[config.mk]
export PLATFORM = sky130hd
export DESIGN_NAME = bus_arbiter
export DESIGN_NICKNAME = d
export VERILOG_FILES = /design/src/rtl/bus_arbiter_pkg.sv /design/src/rtl/bus_arbiter_read_timer.sv /design/src/rtl/bus_arbiter.sv
export SDC_FILE = /design/constraint.sdc
export NUM_CORES = 1
export LEC_CHECK = 0
export CAP_MARGIN = 20
export CORE_AREA = 2 2 122 124
export DETAILED_ROUTE_END_ITERATION = 6
export DIE_AREA = 0 0 124 126
export PLACE_DENSITY_LB_ADDON = 0.05
export SETUP_SLACK_MARGIN = 0.05
export SLEW_MARGIN = 0
export SYNTH_ARGS = -nofsm -noshare
export SYNTH_HDL_FRONTEND = slang
export SYNTH_SLANG_ARGS = --single-unit
[constraint.sdc]
create_clock -name clk -period 5.31 [get_ports clk]
set_input_delay 0.7965 -clock clk [delete_from_list [all_inputs] [get_ports clk]]
set_output_delay 0.7965 -clock clk [all_outputs]
set_load 0.05 [all_outputs]
[src/rtl/bus_arbiter_pkg.sv]
// Shared types for the two-master bus arbiter: FSM states, owner index,
// timeout read data and the width-padded request bundle used for muxing.
package arbiterPkg;

    typedef enum logic [1:0] {
        IDLE,
        ADDR,
        READ_WAIT
    } arbState;

    typedef logic owner_t;

    localparam logic [31:0] TIMEOUT_DATA_DEFAULT = 32'hDEADBEEF;

    // Request fields are padded to the widest supported bus; users cast in/out.
    localparam int unsigned BUS_ADDR_MAX = 64;
    localparam int unsigned BUS_DATA_MAX = 64;
    localparam int unsigned BUS_BWE_MAX  = BUS_DATA_MAX / 8;

    typedef struct packed {
        logic                    read;
        logic                    write;
        logic [BUS_BWE_MAX-1:0]  bwe;
        logic [BUS_ADDR_MAX-1:0] address;
        logic [BUS_DATA_MAX-1:0] dataOut;
    } bus_req_t;

    function automatic logic [1:0] owner_onehot(input owner_t owner);
        return owner ? 2'b10 : 2'b01;
    endfunction

endpackage

[src/rtl/bus_arbiter_read_timer.sv]
// Clearable, enabled cycle counter; terminal flags the last READ_WAIT cycle
// before a forced read abort.
module read_timer #(
    parameter int unsigned TIMEOUT = 255
) (
    input  logic clk,
    input  logic reset,
    input  logic clear,
    input  logic enable,
    output logic terminal
);

    logic [15:0] count_q, count_d;

    always_comb begin
        count_d = count_q;
        if (clear) begin
            count_d = '0;
        end else if (enable) begin
            count_d = count_q + 16'd1;
        end
    end

    always_ff @(posedge clk or negedge reset) begin
        if (!reset) begin
            count_q <= '0;
        end else begin
            count_q <= count_d;
        end
    end

    assign terminal = (count_q == 16'(TIMEOUT - 1));

endmodule

[src/rtl/bus_arbiter.sv]
// Round-robin two-master / one-slave bus arbiter with read ownership tracking
// and read timeout. Optional BUS_LOCK_EN adds m0_lock for atomic m0 sequences.
module bus_arbiter
    import arbiterPkg::*;
#(
    parameter int unsigned           ADDR_WIDTH   = 32,
    parameter int unsigned           DATA_WIDTH   = 32,
    parameter int unsigned           READ_TIMEOUT = 255,
    parameter logic [DATA_WIDTH-1:0] TIMEOUT_DATA = DATA_WIDTH'(TIMEOUT_DATA_DEFAULT)
) (
    input  logic                    clk,
    input  logic                    reset,
`ifdef BUS_LOCK_EN
    input  logic                    m0_lock,
`endif
    input  logic                    m0_read,
    input  logic                    m0_write,
    input  logic [DATA_WIDTH/8-1:0] m0_bwe,
    input  logic [ADDR_WIDTH-1:0]   m0_address,
    input  logic [DATA_WIDTH-1:0]   m0_dataOut,
    output logic                    m0_waitRequest,
    output logic                    m0_readValid,
    output logic [DATA_WIDTH-1:0]   m0_dataIn,
    input  logic                    m1_read,
    input  logic                    m1_write,
    input  logic [DATA_WIDTH/8-1:0] m1_bwe,
    input  logic [ADDR_WIDTH-1:0]   m1_address,
    input  logic [DATA_WIDTH-1:0]   m1_dataOut,
    output logic                    m1_waitRequest,
    output logic                    m1_readValid,
    output logic [DATA_WIDTH-1:0]   m1_dataIn,
    output logic                    s_read,
    output logic                    s_write,
    output logic [DATA_WIDTH/8-1:0] s_bwe,
    output logic [ADDR_WIDTH-1:0]   s_address,
    output logic [DATA_WIDTH-1:0]   s_dataOut,
    input  logic                    s_waitRequest,
    input  logic                    s_readValid,
    input  logic [DATA_WIDTH-1:0]   s_dataIn,
    output logic [1:0]              grant,
    output logic                    timeoutError
);

    localparam int unsigned BWE_W = DATA_WIDTH / 8;

    arbState  state_q, state_d;
    owner_t   owner_q, owner_d;
    logic     last_grant_q, last_grant_d;
    bus_req_t req0, req1, sel;
    logic     req0_any, req1_eff;
    logic     timer_clr, timer_en, timer_tc;
    logic     read_done, timed_out, complete;
`ifdef BUS_LOCK_EN
    logic     lock_hold_q, lock_hold_d;
`endif

    read_timer #(.TIMEOUT(READ_TIMEOUT)) u_timer (
        .clk      (clk),
        .reset    (reset),
        .clear    (timer_clr),
        .enable   (timer_en),
        .terminal (timer_tc)
    );

    always_comb begin
        req0 = '{read: m0_read, write: m0_write, bwe: BUS_BWE_MAX'(m0_bwe),
                 address: BUS_ADDR_MAX'(m0_address), dataOut: BUS_DATA_MAX'(m0_dataOut)};
        req1 = '{read: m1_read, write: m1_write, bwe: BUS_BWE_MAX'(m1_bwe),
                 address: BUS_ADDR_MAX'(m1_address), dataOut: BUS_DATA_MAX'(m1_dataOut)};
        sel  = owner_q ? req1 : req0;

        req0_any = m0_read || m0_write;
`ifdef BUS_LOCK_EN
        req1_eff = (m1_read || m1_write) && !lock_hold_q;
`else
        req1_eff = m1_read || m1_write;
`endif

        // Real slave data on the terminal cycle takes priority over the abort.
        read_done = (state_q == READ_WAIT) && (s_readValid || timer_tc);
        timed_out = (state_q == READ_WAIT) && timer_tc && !s_readValid;
    end

    always_comb begin
        state_d      = state_q;
        owner_d      = owner_q;
        last_grant_d = last_grant_q;
        timer_clr    = 1'b0;
        timer_en     = 1'b0;
        complete     = 1'b0;

        case (state_q)
            IDLE: begin
                if (req0_any && req1_eff) begin
                    owner_d = !last_grant_q;
                end else if (req0_any) begin
                    owner_d = 1'b0;
                end else if (req1_eff) begin
                    owner_d = 1'b1;
                end
                if (req0_any || req1_eff) begin
                    state_d = ADDR;
                end
            end
            ADDR: begin
                if (!sel.read && !sel.write) begin
                    state_d = IDLE;
                end else if (!s_waitRequest) begin
                    if (sel.read) begin
                        timer_clr = 1'b1;
                        state_d   = READ_WAIT;
                    end else begin
                        complete = 1'b1;
                        state_d  = IDLE;
                    end
                end
            end
            READ_WAIT: begin
                timer_en = 1'b1;
                if (read_done) begin
                    complete = 1'b1;
                    state_d  = IDLE;
                end
            end
            default: state_d = IDLE;
        endcase

        if (complete) begin
            last_grant_d = owner_q;
        end
    end

`ifdef BUS_LOCK_EN
    always_comb begin
        lock_hold_d = m0_lock && (lock_hold_q || (complete && !owner_q));
    end

    always_ff @(posedge clk or negedge reset) begin
        if (!reset) begin
            lock_hold_q <= 1'b0;
        end else begin
            lock_hold_q <= lock_hold_d;
        end
    end
`endif

    always_ff @(posedge clk or negedge reset) begin
        if (!reset) begin
            state_q      <= IDLE;
            owner_q      <= 1'b0;
            last_grant_q <= 1'b1;
        end else begin
            state_q      <= state_d;
            owner_q      <= owner_d;
            last_grant_q <= last_grant_d;
        end
    end

    always_comb begin
        grant          = (state_q == IDLE) ? 2'b00 : owner_onehot(owner_q);
        s_read         = (state_q == ADDR) && sel.read;
        s_write        = (state_q == ADDR) && sel.write;
        s_bwe          = BWE_W'(sel.bwe);
        s_address      = ADDR_WIDTH'(sel.address);
        s_dataOut      = DATA_WIDTH'(sel.dataOut);

        m0_waitRequest = 1'b1;
        m1_waitRequest = 1'b1;
        if (state_q == ADDR) begin
            if (owner_q) begin
                m1_waitRequest = s_waitRequest;
            end else begin
                m0_waitRequest = s_waitRequest;
            end
        end

        m0_readValid = read_done && !owner_q;
        m1_readValid = read_done && owner_q;
        m0_dataIn    = (timed_out && !owner_q) ? TIMEOUT_DATA : s_dataIn;
        m1_dataIn    = (timed_out && owner_q) ? TIMEOUT_DATA : s_dataIn;
        timeoutError = timed_out;
    end

endmodule

## Word level (Yosys, flattened, before mapping)

Cells that the tools add are included.

- Shifts and indexed selects: 0
- Multiplexer cells: 30
- Bitwise logic cells: 0
- Divide/modulo/power cells: 0
- Equality and inequality tests: 6
- Multiply operators: 0
- Reduce and logical (&&, ||, !) cells: 25
- Magnitude comparators: 0
- Add/subtract/negate cells: 1

Operator list:

| operator | count |
|---|---|
| $mux W138 | 1 |
| $mux W32 | 2 |
| $mux W16 | 2 |
| $add A16 B1 Y16 const B | 1 |
| $eq A16 B8 Y1 const B | 1 |
| $mux W1 | 16 |
| $mux W2 | 7 |
| $logic_and A1 B1 Y1 | 11 |
| $pmux W2 S3 | 1 |
| $logic_not A1 Y1 | 5 |
| $logic_or A1 B1 Y1 | 4 |
| $ne A2 B2 Y1 const B | 2 |
| $ne A3 B3 Y1 const B | 1 |
| $reduce_and A3 Y1 | 1 |
| $reduce_bool A3 Y1 | 1 |
| $eq A2 B1 Y1 const B | 1 |
| $eq A2 B2 Y1 const B | 1 |
| $logic_not A2 Y1 | 1 |
| $pmux W1 S2 | 1 |
| $reduce_and A2 Y1 | 1 |
| $reduce_bool A2 Y1 | 1 |

- Register bits after elaboration: 20
- Output and inout port bits: 141
- Bits in read-only memories: 0
- RAM bits: 0
- Bits in latches: 0
- Memories kept: 0
- Word-level logic and storage cells: 66
- Input bits: 176

## Logic depth before layout (Yosys ltp)

- Word-level depth: 6
- Mapped depth: 8
- Mapped depth without buffers: 6

## Hierarchy

From an unflattened synthesis, not the netlist that was laid out.

- Cells, all modules: 277
- Area total of the unflattened synthesis: 2469.9 um^2

By module, submodules not included:

| module | area each (um^2) | times used | cells an instance | sequential area each (um^2) |
|---|---|---|---|---|
| bus_arbiter | 1605.3 | 1 | 188 | 101.3 |
| read_timer | 864.6 | 1 | 89 | 400.4 |

## Least setup slack after synthesis

No wires, ideal clock.

- Path kind: register -> output
- From: register u_timer.count_q[0]
- To: output port m0_readValid
- Stages on the path, launching flop included: 7
- Slack: 2257 ps
- Data required time: 4513 ps
- Data arrival time: 2256 ps
- Buffers on the path: 0
- Path through: dfrtp_1 inv_1 ha_1 nor4b_2 and4_4 a21oi_1 nor3b_1

- Longest elaborated chain between the ends: 4

RTL lines:

| item | line | text |
|---|---|---|
| start, declared | bus_arbiter_read_timer.sv:13 | `logic [15:0] count_q, count_d;` |
| start signal, assigned | bus_arbiter_read_timer.sv:28 | `count_q <= count_d;` |
| $eq A16 B8 Y1 | bus_arbiter_read_timer.sv:32 | `assign terminal = (count_q == 16'(TIMEOUT - 1));` |
| $logic_or A1 B1 Y1 | bus_arbiter.sv:80 | `read_done = (state_q == READ_WAIT) && (s_readValid \|\| timer_tc);` |
| $logic_and A1 B1 Y1 | bus_arbiter.sv:80 |  |
| $logic_and A1 B1 Y1 | bus_arbiter.sv:177 | `m0_readValid = read_done && !owner_q;` |
| end, declared | bus_arbiter.sv:22 | `output logic m0_readValid,` |

Every way passes these cells.

## Final worst setup path

- From: input port s_readValid
- To: output port m0_dataIn[31]

- Longest elaborated chain between the ends: 4

RTL lines:

| item | line | text |
|---|---|---|
| start, declared | bus_arbiter.sv:38 | `input logic s_readValid,` |
| $logic_not A1 Y1 | bus_arbiter.sv:81 | `timed_out = (state_q == READ_WAIT) && timer_tc && !s_readValid;` |
| $logic_and A1 B1 Y1 | bus_arbiter.sv:81 |  |
| $logic_and A1 B1 Y1 | bus_arbiter.sv:179 | `m0_dataIn = (timed_out && !owner_q) ? TIMEOUT_DATA : s_dataIn;` |
| $mux W32 | bus_arbiter.sv:179 |  |
| end, declared | bus_arbiter.sv:23 | `output logic [DATA_WIDTH-1:0] m0_dataIn,` |

Every way passes these cells.

==> flow_summary.yaml <==
place:
  io_buffers: 316
  dp_hpwl_um: 14500
  dp_slack_ns: 1.49
  gp_congestion: 0.862
worst_setup_path:
  crit_slowest_cell: "clkdlybuf4s50_1"
  end_kind: "output pin"
  worstPathRequired_ns: 4.51
  worstPathCellList: "clkdlybuf4s50_1 > nand2b_1 > nor4b_4 > buf_4 > or2_1 > clkdlybuf4s50_1"
  reg2reg_to: "u_timer.count_q[1]"
  worst-path-max-fanout: 32
  worst_path_most_repeated_cell: "clkdlybuf4s50_1"
  cp_num_buf_inv: 3
  cpLargestDelayFamily: "buffers and inverters"
  worstSetupPathType: "in -> out"
  ff2ff_setup_slack_ns: 2.97
  startpoint_type: "input port"
  reg2regPathDepth: 3
  worstReg2RegStart: "owner_q"
  arrival_ns: 3.03
  critical-path-max-stage-delay_ns: 0.81
timing:
  hold_violations: 0
  drv_slew: 0
  setup_viol: 0
  worstMarginPinSlew_ns: 1.03
  worst_slack_ns: 1.49
  skew_ns: 0.00207
  relSlewSlack_pct: 31.3
  period_share_pct: 72.0
  setup_tns_ns: 0
  period_minus_slack_ns: 3.82
  clock.fmax_ghz: 0.262
  rsz0062_at_grt: "no"
routing:
  antenna_left: 0
  drt_first_pass_iters: 4
  drt_first_iter_violations: 85
  wl_per_cell_um: 21.5
  wirelength_um: 16600
  remaining_drc_errors: 0
  vias_per_cell: 4.29
  via_count: 3303
clock_tree:
  clk_pin_slew_ns: 0.06
  cts_max_level: 1
  clockBufferDepth: 2
  cts_resized: 0
  holdBufCountCts: 0
  insertion_delay_ns: 0.25
  cts.sinks: 20
  cts_tree: "done"
  cts_root_buf: "clkbuf_16"
  cts_inserted_buffers: 3
  post-cts-setup-buffer-count: 0
die:
  num_rows: 44
  dieHeight_um: 126
  core-area_um2: 14300
  start_util_pct: 17.7
  ioPinCount: 317
  die_area_um2: 15600
  die_w_um: 124
pwr:
  powerDensity_nw_per_um2: 365
  ir_drop_uv: 190
  p_leak_nw: 2.31
synth:
  syn_nets: 465
  synth-edff-count: 0
  yosysWarnings: 0
  synth.avg_cell_area_um2: 8.93
  synth_ff_type: "dfrtp_1"
  synth_cells: 283
  ys_seq_area_share_pct: 19.9
  syn_area_um2: 2530
  synth.distinct_cells: 44
  async_flop_share_pct: 100
  yosys_register_bits: 20
final_layout:
  final_common_cell: "clkdlybuf4s50_1"
  drive_above_1_share_pct: 16.9
  mostFrequentLayoutCells: "clkdlybuf4s50_1 (316), mux2_2 (72), nand2b_1 (26), dfrtp_1 (18), or2_2 (15)"
  nNetsFinal: 768
  syn2layout_area_growth_pct: 135
global_route:
  overflow: 0
  first_global_vias: 3374
  grt_pass1_wl_um: 22500
  antenna_found_initial: 2
  grt_max_degree: 83
  track_usage_pct: 20.3
  top_usage_layer: "met2"
  use_met3_pct: 10.0
  grtUsageMet2_pct: 34.5
  use_met1_pct: 23.6
hold_path:
  holdPathEnd: "state_q[1]"
  hp-start: "state_q[1]"
  min_path_type: "reg -> reg"
  hold_depth: 1
flow_run:
  maxCapViolations: 0
run_status:
  run_status: "completed"
-- logic make-up after synthesis --
| kind of cell | after synthesis | share of synthesized area, % |
|---|---|---|
| fa+ha+maj | 6 | 2.97 |
| xor+xnor | 9 | 3.12 |
| mux | 73 | 32.5 |
| buf+inv | 27 | 5.25 |
| flops | 20 | 19.9 |
| compound gates | 20 | 5.25 |
| simple gates | 128 | 31.1 |
-- sequential cells by signal, summed over array words and instances, names as in the netlist --
register / count
last_grant_q: 1
u_timer.count_q: 16
owner_q: 1
state_q: 2
-- how the worst max path moves through the flow --
stage / start / to / slack, ns / cells after the start
after floorplan: u_timer.count_q[0] / m0_readValid / 2.26 / 6
after global placement: s_readValid / m0_dataIn[25] / 1.53 / 6
after detailed placement: s_readValid / m0_dataIn[31] / 1.49 / 6
after CTS: s_readValid / m0_dataIn[31] / 1.48 / 6
after global routing: s_readValid / m0_dataIn[21] / 1.38 / 6
final: s_readValid / m0_dataIn[31] / 1.49 / 6
-- final cells by class --
class                      instances  area, um^2
fill                            1451        8370
timing repair buffer             318        3180
multi-input combinational        236        1890
sequential                        20         505
tap                              184         230
clock buffer                       3        75.1
clock inverter                     1        30.0
inverter                           7        26.3
antenna                            1        2.50
-- cell usage after synthesis, types with 2 or more instances --
master	number	share of area, %
a21oi_1	7	1.4
and2_1	10	2.5
and3_1	2	0.49
and4_1	2	0.69
buf_1	4	0.59
buf_2	7	1.4
buf_6	3	1.3
clkbuf_1	6	0.89
dfrtp_1	19	19
ha_1	6	3.0
inv_1	7	1.0
mux2_2	72	32
nand2_1	6	0.89
nand2b_1	26	6.4
nand3_1	9	1.8
nand4_1	3	0.74
nor2_1	14	2.1
nor2b_1	13	3.2
nor3_1	3	0.59
o21ai_0	3	0.59
o31ai_1	4	1.2
or2_1	10	2.5
or2_2	15	3.7
or3_1	3	0.74
or4_1	3	0.89
xnor2_1	5	1.7
xor2_1	4	1.4
-- per-stage QoR --
step           utilization [%]  power (mW)  hold slack [ns]  cell area [um^2]  instances
2_1_floorplan                -        1.33            0.501              2530        283
3_3_place_gp              40.8        1.97            0.524              5830        765
3_5_place_dp              40.8        1.97            0.530              5830        765
4_1_cts                   41.5        2.19            0.544              5940        769
6_report                  41.5        2.17            0.542              5940        770
5_1_grt                   41.5        2.27            0.574              5940        770
-- per-layer routing --
metal	vias up	wire [um]
met5	-	13
met1	1506	6520
met4	2	93
met2	198	7760
met3	9	2180
li1	1588	-
-- report_power, final --
group | leakage, nW | total [mW] | internal [mW] | switching [mW]
clock | 0.0511 | 0.208 | 0.150 | 0.0587
combinational | 1.99 | 1.63 | 0.668 | 0.958
sequential | 0.265 | 0.333 | 0.191 | 0.142
total | 2.31 | 2.17 | 1.01 | 1.16
Note: power is estimated with default switching activity, not from simulation.
